## src/rtl/i2c_target.sv

```systemverilog
// I2C target engine: 7-bit address match, write bytes out on rx_*, read bytes in on tx_*.
// Define I2C_TARGET_STRETCH_EN to stretch SCL instead of NACKing/underrunning.
module i2c_target #(
    parameter int DATA_BITS   = 8,
    parameter int SYNC_STAGES = 2
) (
    input  logic                 clk,
    input  logic                 arst_n,
    input  logic [6:0]           own_addr,
    input  logic                 scl_i,
    input  logic                 sda_i,
    output logic                 sda_oe,
    output logic                 scl_oe,
    output logic [DATA_BITS-1:0] rx_data,
    output logic                 rx_valid,
    input  logic                 rx_ready,
    input  logic [DATA_BITS-1:0] tx_data,
    input  logic                 tx_valid,
    output logic                 tx_pop,
    output logic                 busy,
    output logic                 addressed,
    output logic                 rd_mode,
    output logic                 rx_overrun,
    output logic                 tx_underrun
);
    localparam logic [2:0] S_IDLE      = 3'd0;
    localparam logic [2:0] S_ADDR      = 3'd1;
    localparam logic [2:0] S_ADDR_ACK  = 3'd2;
    localparam logic [2:0] S_WR_DATA   = 3'd3;
    localparam logic [2:0] S_WR_ACK    = 3'd4;
    localparam logic [2:0] S_RD_DATA   = 3'd5;
    localparam logic [2:0] S_RD_ACK    = 3'd6;
    localparam logic [2:0] S_WAIT_STOP = 3'd7;
    localparam logic [2:0] LAST_BIT    = 3'(DATA_BITS - 1);

    logic [SYNC_STAGES-1:0] r_scl_sync, r_sda_sync;
    logic                   r_scl_d, r_sda_d;
    logic [2:0]             r_state, r_bitcnt;
    logic [DATA_BITS-1:0]   r_shift;
    logic                   r_ack_drv;
`ifdef I2C_TARGET_STRETCH_EN
    logic                   r_stall;
`endif

    logic w_scl, w_sda, w_scl_rise, w_scl_fall, w_start, w_stop, w_rd_load;
    logic [DATA_BITS-1:0] w_rx_byte;

    always_ff @(posedge clk or negedge arst_n) begin
        if (!arst_n) begin
            r_scl_sync <= '1;
            r_sda_sync <= '1;
            r_scl_d    <= 1'b1;
            r_sda_d    <= 1'b1;
        end else begin
            r_scl_sync <= {r_scl_sync[SYNC_STAGES-2:0], scl_i};
            r_sda_sync <= {r_sda_sync[SYNC_STAGES-2:0], sda_i};
            r_scl_d    <= w_scl;
            r_sda_d    <= w_sda;
        end
    end

    assign w_scl      = r_scl_sync[SYNC_STAGES-1];
    assign w_sda      = r_sda_sync[SYNC_STAGES-1];
    assign w_scl_rise = w_scl & ~r_scl_d;
    assign w_scl_fall = ~w_scl & r_scl_d;
    assign w_start    = w_scl & r_scl_d & r_sda_d & ~w_sda;
    assign w_stop     = w_scl & r_scl_d & ~r_sda_d & w_sda;
    assign w_rx_byte  = {r_shift[DATA_BITS-2:0], w_sda};
    // Fall that ends an ACK clock and starts a read byte (first byte or after master ACK).
    assign w_rd_load  = w_scl_fall & r_ack_drv &
                        (((r_state == S_ADDR_ACK) & rd_mode) | (r_state == S_RD_ACK));

`ifndef I2C_TARGET_STRETCH_EN
    assign scl_oe = 1'b0;
`endif

    always_ff @(posedge clk or negedge arst_n) begin
        if (!arst_n) begin
            r_state     <= S_IDLE;
            r_bitcnt    <= '0;
            r_shift     <= '0;
            r_ack_drv   <= 1'b0;
            sda_oe      <= 1'b0;
            rx_data     <= '0;
            rx_valid    <= 1'b0;
            tx_pop      <= 1'b0;
            busy        <= 1'b0;
            addressed   <= 1'b0;
            rd_mode     <= 1'b0;
            rx_overrun  <= 1'b0;
            tx_underrun <= 1'b0;
`ifdef I2C_TARGET_STRETCH_EN
            scl_oe      <= 1'b0;
            r_stall     <= 1'b0;
`endif
        end else begin
            tx_pop      <= 1'b0;
            rx_overrun  <= 1'b0;
            tx_underrun <= 1'b0;
            if (w_start) begin
                r_state  <= S_ADDR;
                r_bitcnt <= '0;
                sda_oe   <= 1'b0;
                rx_valid <= 1'b0;
                busy     <= 1'b1;
`ifdef I2C_TARGET_STRETCH_EN
                scl_oe   <= 1'b0;
                r_stall  <= 1'b0;
`endif
            end else if (w_stop) begin
                r_state   <= S_IDLE;
                sda_oe    <= 1'b0;
                rx_valid  <= 1'b0;
                busy      <= 1'b0;
                addressed <= 1'b0;
                rd_mode   <= 1'b0;
`ifdef I2C_TARGET_STRETCH_EN
                scl_oe    <= 1'b0;
                r_stall   <= 1'b0;
`endif
            end else begin
                case (r_state)
                    S_ADDR: if (w_scl_rise) begin
                        r_shift  <= w_rx_byte;
                        r_bitcnt <= r_bitcnt + 3'd1;
                        if (r_bitcnt == LAST_BIT) begin
                            r_ack_drv <= 1'b0;
                            if (r_shift[6:0] == own_addr) begin
                                r_state   <= S_ADDR_ACK;
                                addressed <= 1'b1;
                                rd_mode   <= w_sda;
                            end else begin
                                r_state   <= S_WAIT_STOP;
                                addressed <= 1'b0;
                                rd_mode   <= 1'b0;
                            end
                        end
                    end
                    // First fall pulls SDA for the ACK clock, second fall ends it.
                    S_ADDR_ACK, S_WR_ACK: if (w_scl_fall) begin
                        if (!r_ack_drv) begin
                            sda_oe    <= 1'b1;
                            r_ack_drv <= 1'b1;
                        end else begin
                            sda_oe   <= 1'b0;
                            r_bitcnt <= '0;
                            r_state  <= ((r_state == S_ADDR_ACK) && rd_mode) ? S_RD_DATA : S_WR_DATA;
                        end
                    end
                    S_WR_DATA: begin
                        if (rx_valid) begin
`ifdef I2C_TARGET_STRETCH_EN
                            if (rx_ready) begin
                                rx_valid <= 1'b0;
                                r_state  <= S_WR_ACK;
                                if (scl_oe || w_scl_fall) begin
                                    sda_oe    <= 1'b1;
                                    scl_oe    <= 1'b0;
                                    r_ack_drv <= 1'b1;
                                end else begin
                                    r_ack_drv <= 1'b0;
                                end
                            end else if (w_scl_fall) begin
                                scl_oe <= 1'b1;
                            end
`else
                            rx_valid  <= 1'b0;
                            r_ack_drv <= 1'b0;
                            if (rx_ready) begin
                                r_state <= S_WR_ACK;
                            end else begin
                                rx_overrun <= 1'b1;
                                r_state    <= S_WAIT_STOP;
                            end
`endif
                        end else if (w_scl_rise) begin
                            r_shift  <= w_rx_byte;
                            r_bitcnt <= r_bitcnt + 3'd1;
                            if (r_bitcnt == LAST_BIT) begin
                                rx_data  <= w_rx_byte;
                                rx_valid <= 1'b1;
                            end
                        end
                    end
                    S_RD_DATA:
`ifdef I2C_TARGET_STRETCH_EN
                        if (r_stall) begin
                            if (tx_valid) begin
                                r_shift <= tx_data;
                                tx_pop  <= 1'b1;
                                sda_oe  <= ~tx_data[DATA_BITS-1];
                                scl_oe  <= 1'b0;
                                r_stall <= 1'b0;
                            end
                        end else
`endif
                        if (w_scl_fall) begin
                            r_bitcnt <= r_bitcnt + 3'd1;
                            if (r_bitcnt == LAST_BIT) begin
                                sda_oe    <= 1'b0;
                                r_ack_drv <= 1'b0;
                                r_state   <= S_RD_ACK;
                            end else begin
                                sda_oe  <= ~r_shift[DATA_BITS-2];
                                r_shift <= r_shift << 1;
                            end
                        end
                    S_RD_ACK: begin
                        if (w_scl_rise) begin
                            if (w_sda) r_state   <= S_WAIT_STOP;
                            else       r_ack_drv <= 1'b1;
                        end else if (w_scl_fall && r_ack_drv) begin
                            r_state  <= S_RD_DATA;
                            r_bitcnt <= '0;
                        end
                    end
                    default: ;
                endcase
                if (w_rd_load) begin
                    if (tx_valid) begin
                        r_shift <= tx_data;
                        tx_pop  <= 1'b1;
                        sda_oe  <= ~tx_data[DATA_BITS-1];
                    end else begin
`ifdef I2C_TARGET_STRETCH_EN
                        r_stall <= 1'b1;
                        scl_oe  <= 1'b1;
                        sda_oe  <= 1'b0;
`else
                        r_shift     <= '1;
                        tx_underrun <= 1'b1;
                        sda_oe      <= 1'b0;
`endif
                    end
                end
            end
        end
    end
endmodule

```

## config.mk

```make
export PLATFORM = sky130hd
export DESIGN_NAME = i2c_target
export DESIGN_NICKNAME = d
export VERILOG_FILES = /design/src/rtl/i2c_target.sv
export SDC_FILE = /design/constraint.sdc
export NUM_CORES = 1
export LEC_CHECK = 0
export CORE_UTILIZATION = 53
export CTS_CLUSTER_SIZE = 30
export DETAILED_ROUTE_END_ITERATION = 10
export PLACE_DENSITY = 0.8
export SLEW_MARGIN = 10
export SYNTH_ARGS = -nofsm -noshare
export SYNTH_HDL_FRONTEND = slang
export SYNTH_SLANG_ARGS = --single-unit
export TNS_END_PERCENT = 20
```

## constraint.sdc

```tcl
create_clock -name clk -period 2.25 [get_ports clk]
set_input_delay 0.45 -clock clk [delete_from_list [all_inputs] [get_ports clk]]
set_output_delay 0.45 -clock clk [all_outputs]
set_load 0.03 [all_outputs]
```

---- Word level (Yosys, flattened, before mapping) ----
Index checks and enable logic that the tools add are counted.
word-level totals
  bits in registers ....................... 37
  bits of input ports ..................... 21
  output and inout bits ................... 17
  logic and storage cells ................. 174
operators by class
  add/sub/neg operators ................... 1
  eq/ne operators ......................... 35
  multiplexer cells ....................... 81
  bitwise operators ....................... 20
  reduce and logical (&&, ||, !) cells .... 20
operators with widths
  cell                                                                   count
  3-bit two-way mux                                                      23
  8-bit two-way mux                                                      6
  1-bit two-way mux                                                      46
  3-bit case mux with 5 select lines                                     2
  4-bit != test, second input constant                                   7
  3-bit != test, second input constant                                   8
  8-bit case mux with 3 select lines                                     1
  5-bit != test, second input constant                                   3
  2-bit != test, second input constant                                   7
  3-bit equality test, second input constant                             4
  6-bit AND reduction                                                    2
  1-bit bitwise AND                                                      10
  10-bit AND reduction                                                   1
  5-bit nonzero test                                                     2
  1-bit NOT                                                              9
  9-bit AND reduction                                                    1
  8-bit AND reduction                                                    1
  2-bit nonzero test                                                     4
  7-bit equality test                                                    1
  7-bit nonzero test                                                     1
  3-bit by 2-bit equality test with 1-bit output, second input constant  2
  6-bit nonzero test                                                     1
  5-bit by 4-bit != test with 1-bit output, second input constant        1
  1-bit case mux with 5 select lines                                     1
  other kinds (12)                                                       13

---- Depth between registers and ports, before layout ----
  depth after elaboration ................. 8
  depth in mapped cells ................... 7
  depth with buffers taken out ............ 7

---- Worst setup path after synthesis ----
OpenSTA, ideal clock, no wires.
  path type ............................... register to register
  start point ............................. register r_bitcnt[0]
  end point ............................... register r_shift[0]
  library setup time ...................... 0.125 ns
  arrival time ............................ 1.617 ns
  required time ........................... 2.125 ns
  slack ................................... 0.508 ns
  cell stages (with the launch flop) ...... 8
  buffers on the path ..................... 1
  period minus slack after synthesis ...... 1.742 ns
  cells stage by stage .................... dfrtp_1 > ha_1 > ha_1 > nand2b_1 > o21ai_1 > a31o_2 > buf_6 > mux2_4
on the way
  cells in the longest elaborated chain, start to end .. 3
RTL lines
  item                           RTL line  source
  start, declared                38        logic [2:0] r_state, r_bitcnt;
  start signal, assigned         125       r_bitcnt <= r_bitcnt + 3'd1;
  start signal, assigned         178       r_bitcnt <= r_bitcnt + 3'd1;
  start signal, assigned         198       r_bitcnt <= r_bitcnt + 3'd1;
  3-bit equality test            199       if (r_bitcnt == LAST_BIT) begin
  3-bit != test (no line)        n/a
  6-bit AND reduction (no line)  n/a
  end signal, assigned           177       r_shift <= w_rx_byte;
  end signal, assigned           205       r_shift <= r_shift << 1;
  end signal, assigned           221       r_shift <= tx_data;
  end, declared                  39        logic [DATA_BITS-1:0] r_shift;
Every way passes these cells.
A chain may end at the register's enable or synchronous reset.

---- Worst setup path after layout ----
  start point ............................. register rx_valid
  end point ............................... output port rx_valid
RTL lines
  item                    RTL line  source
  start, declared         15        output logic rx_valid,
  start signal, assigned  85        rx_valid <= 1'b0;
  start signal, assigned  104       rx_valid <= 1'b0;
  start signal, assigned  113       rx_valid <= 1'b0;
No word-level cell between the ends.

==> summary.md <==
| Metric | Value |
|---|---|
| Status | complete, no violations |
| Met3 usage | 6.250% |
| CTS max path bufs | 2 |
| CTS Hold Bufs | 0 |
| GPL Wtd Cong | 0.9134 |
| WS Path Type | reg2out |
| Met1 Track Usage GR | 32.25% |
| Cells after DPL | 280 |
| Vias in the first global route | 1648 |
| Dominant synthesized flop cell | dfrtp_1 |
| Worst reg2reg path depth | 5 |
| Worst path max stage delay | 0.73 ns |
| Headroom to the max-slew limit | 47.54% |
| Post-DRT Antenna Nets | 0 |
| Synth warn | 0 |
| Met2 GRT Util | 38.79% |
| Worst vdd rail ir drop | 0.0005840 V |
| Critical Path Stages | 1 |
| Syn_area_per_cell | 10.61 sq um |
| Synth area leader | dfrtp_1 |
| Fillers | 306 |
| Yosys top cell area share | 35.03% |
| Slowest stage cell, crit path | clkdlybuf4s50_1 |
| Final core occ | 69.14% |
| Power Dens Cells | 1059 nW/um^2 |
| Die Footprint | 4302 sq um |
| Final instance area | 2608 sq um |
| Synth async-reset ratio | 100.0% |
| CTS tree | built |
| Cells after Synth | 202 |
| DRC violations left | 0 |
| Max Cap Viol | 0 |
| Distinct cells, synth | 58 |
| Root buffer cell | clkbuf_8 |
| Top-count cell post-synth | dfrtp_1 |
| Area of the multi-input gates | 1094 sq um |
| Count of final setup violators | 0 |
| Post-synth EDFFs | 0 |
| Sequential fraction of the synthesis area | 42.38% |
| Critical path, cell by cell | clkdlybuf4s50_1 |
| NetSw | 1.080 mW |
| Syn nets | 225 |
| Worst Setup SP | rx_valid |
| Top Ports | 38 |
| Die Y | 65.59 microns |
| DPL Wire Length | 3.234 mm |
| Post-CTS setup-driven buffer insertion count | 0 |
| Leakage power | 1.165 nW |
| Largest net degree at the start of global routing | 37 |
| Flop pwr share | 36.5% |
| Antenna violations before repair | 0 |
| H-tree Lvls | 2 |
| Via count | 1684 |
| Critical path's top delay family | buffers and inverters |
| Num Clock Sinks | 36 |
| CP Buf/Inv Count | 1 |
| Final Slew Violations | 0 |
| First-pass detailed-route iteration total | 4 |
| Worst Skew | 0.005888 ns |
| Routed vias/inst | 5.847 |
| RSZ-0062 raised after global routing | false |
| Placed Instance Area | 2511 sq um |
| Post-Syn Area | 2143 sq um |
| CP max FO | 7 |
| Row cnt | 22 |
| Layout Nets | 262 |
| Gr usage total | 24.51% |
| #FFs+latches synth | 36 |
| Register Area | 908.4 sq um |
| Switching Share | 39.10% |
| Slew at the pin closest to its max-slew limit | 0.7868 ns |
| Synth top area cells | dfrtp_1 (35%), dfstp_2 (7.4%), mux2_4 (4.9%), mux2_2 (4.7%), xor2_1 (2.9%) |
| CP endpoint kind | output port |
| Non-filler instance count after layout | 288 |
| # resized after CTS | 0 |
| Layout cells sized above 1 | 21.67% |
| First-pass GRT wire length | 7.817 mm |
| Worst Path Required | 1.80 ns |
| Reg-to-reg startpoint | r_state[1] |
| P&R area growth vs syn | 21.66% |
| Fin crit period | 1.997 ns |
| Input/output buffers | 36 |
| CP Launch Type | flip-flop |
| Min-Delay Path Class | in2async |
| Synth cell count leaders | dfrtp_1 (30), inv_1 (11), nand2_1 (11), nor2_1 (11) |
| Grt ovf | 0 |
| CTS buffer count | 5 |
| # diodes | 0 |
| Final hold vios | 0 |
| Core area | 3771 sq um |
| Initial Util | 56.83% |
| GR peak layer | met2 |
| WP data arrival | 1.55 ns |
| Clock latency reported for the late side of the worst-skew pair | 0.29 ns |
| DRT Wirelength | 4.521 mm |
| Routed wire per std cell | 15.70 microns |
| Die Wd | 65.59 microns |
| Fin Setup TNS | 0 ns |
| Final Cycle Share | 88.76% |
| Clock power frac | 17.5% |
| Initial DRC Count | 130 |
| Internal | 1.682 mW |
| Part of the power in combinational logic | 46.0% |
| F_max | 500.7 MHz |
| Reg clk slew, reported paths | 0.08 ns |
through the flow:
| stage | power (mW) | hold WS, ns | setup WS [ns] |
|---|---|---|---|
| global route | 2.946 | 0.3008 | 0.1903 |
| CTS | 2.770 | 0.2670 | 0.2478 |
| floorplan | 1.998 | 0.1544 | 0.5077 |
| detailed placement | 2.276 | 0.3473 | 0.2696 |
| global placement | 2.236 | 0.3459 | 0.3120 |
| finish | 2.762 | 0.2362 | 0.2530 |
cell usage in the layout, fill, tap and decap left out, drive strengths merged, types with 7 or more instances in the layout:
master         count
mux2              16
nand2b             7
a31oi              7
dfrtp             30
xor2               7
nor2              12
a21oi              7
nand2             12
buf                8
inv               12
o21ai             12
clkdlybuf4s50     35
path summary, 6_finish.rpt:
kind | end | slack [ns]
worst max-delay path | rx_valid | 0.25
worst min-delay path | rx_data[1] | 0.24
worst max register to register | r_shift[5] | 0.29
worst min register to register | r_sda_sync[1] | 0.36
max in group asynchronous | r_shift[6] | 1.51
min in group clk | r_sda_sync[1] | 0.36
state kept, by name (all words and copies together) (netlist names), 2 cells and up:
register / flops
r_state: 3
rx_data: 8
r_scl_sync: 2
r_sda_sync: 2
r_shift: 7
r_bitcnt: 3
layer usage:
| metal | vias up | part of all wire [%] | wire (microns) |
|---|---|---|---|
| li1 | 798 | - | - |
| met1 | 826 | 46 | 2067 |
| met2 | 53 | 48 | 2160 |
| met3 | 7 | 5.2 | 237 |
| met4 | 0 | 1.2 | 55 |
| met5 | - | 0 | 0 |
kinds of logic after synthesis:
kind of cell / after synthesis / share of synthesized area, %
AOI/OAI and AO/OA: 50 / 16.75
DFF: 36 / 42.38
muxes: 19 / 11.03
other: 1 / 0.1750
buffers and inverters: 24 / 6.596
and+or+nand+nor: 61 / 18.21
adders and majority gates: 2 / 1.167
xor gates and xnor gates: 9 / 3.678
power by group through the flow:
| stage | clock, mW | sequential, mW | combinational, mW |
|---|---|---|---|
| after floorplan | 0 | 0.999 | 0.999 |
| after global placement | 0 | 1.01 | 1.23 |
| after detailed placement | 0 | 1.01 | 1.26 |
| after CTS | 0.497 | 1.00 | 1.27 |
| after global routing | 0.520 | 1.03 | 1.40 |
| final | 0.483 | 1.01 | 1.27 |
area by class of cell:
| cell class | count | share of cell area [%] |
|---|---|---|
| clock buffer | 6 | 3.167 |
| clock inverter | 2 | 0.5278 |
| inverter | 11 | 1.583 |
| multi-input combinational | 142 | 41.94 |
| sequential | 36 | 34.84 |
| tap | 48 | 2.303 |
| timing repair buffer | 43 | 15.64 |
No activity file was read; power rests on OpenSTA's default activity.
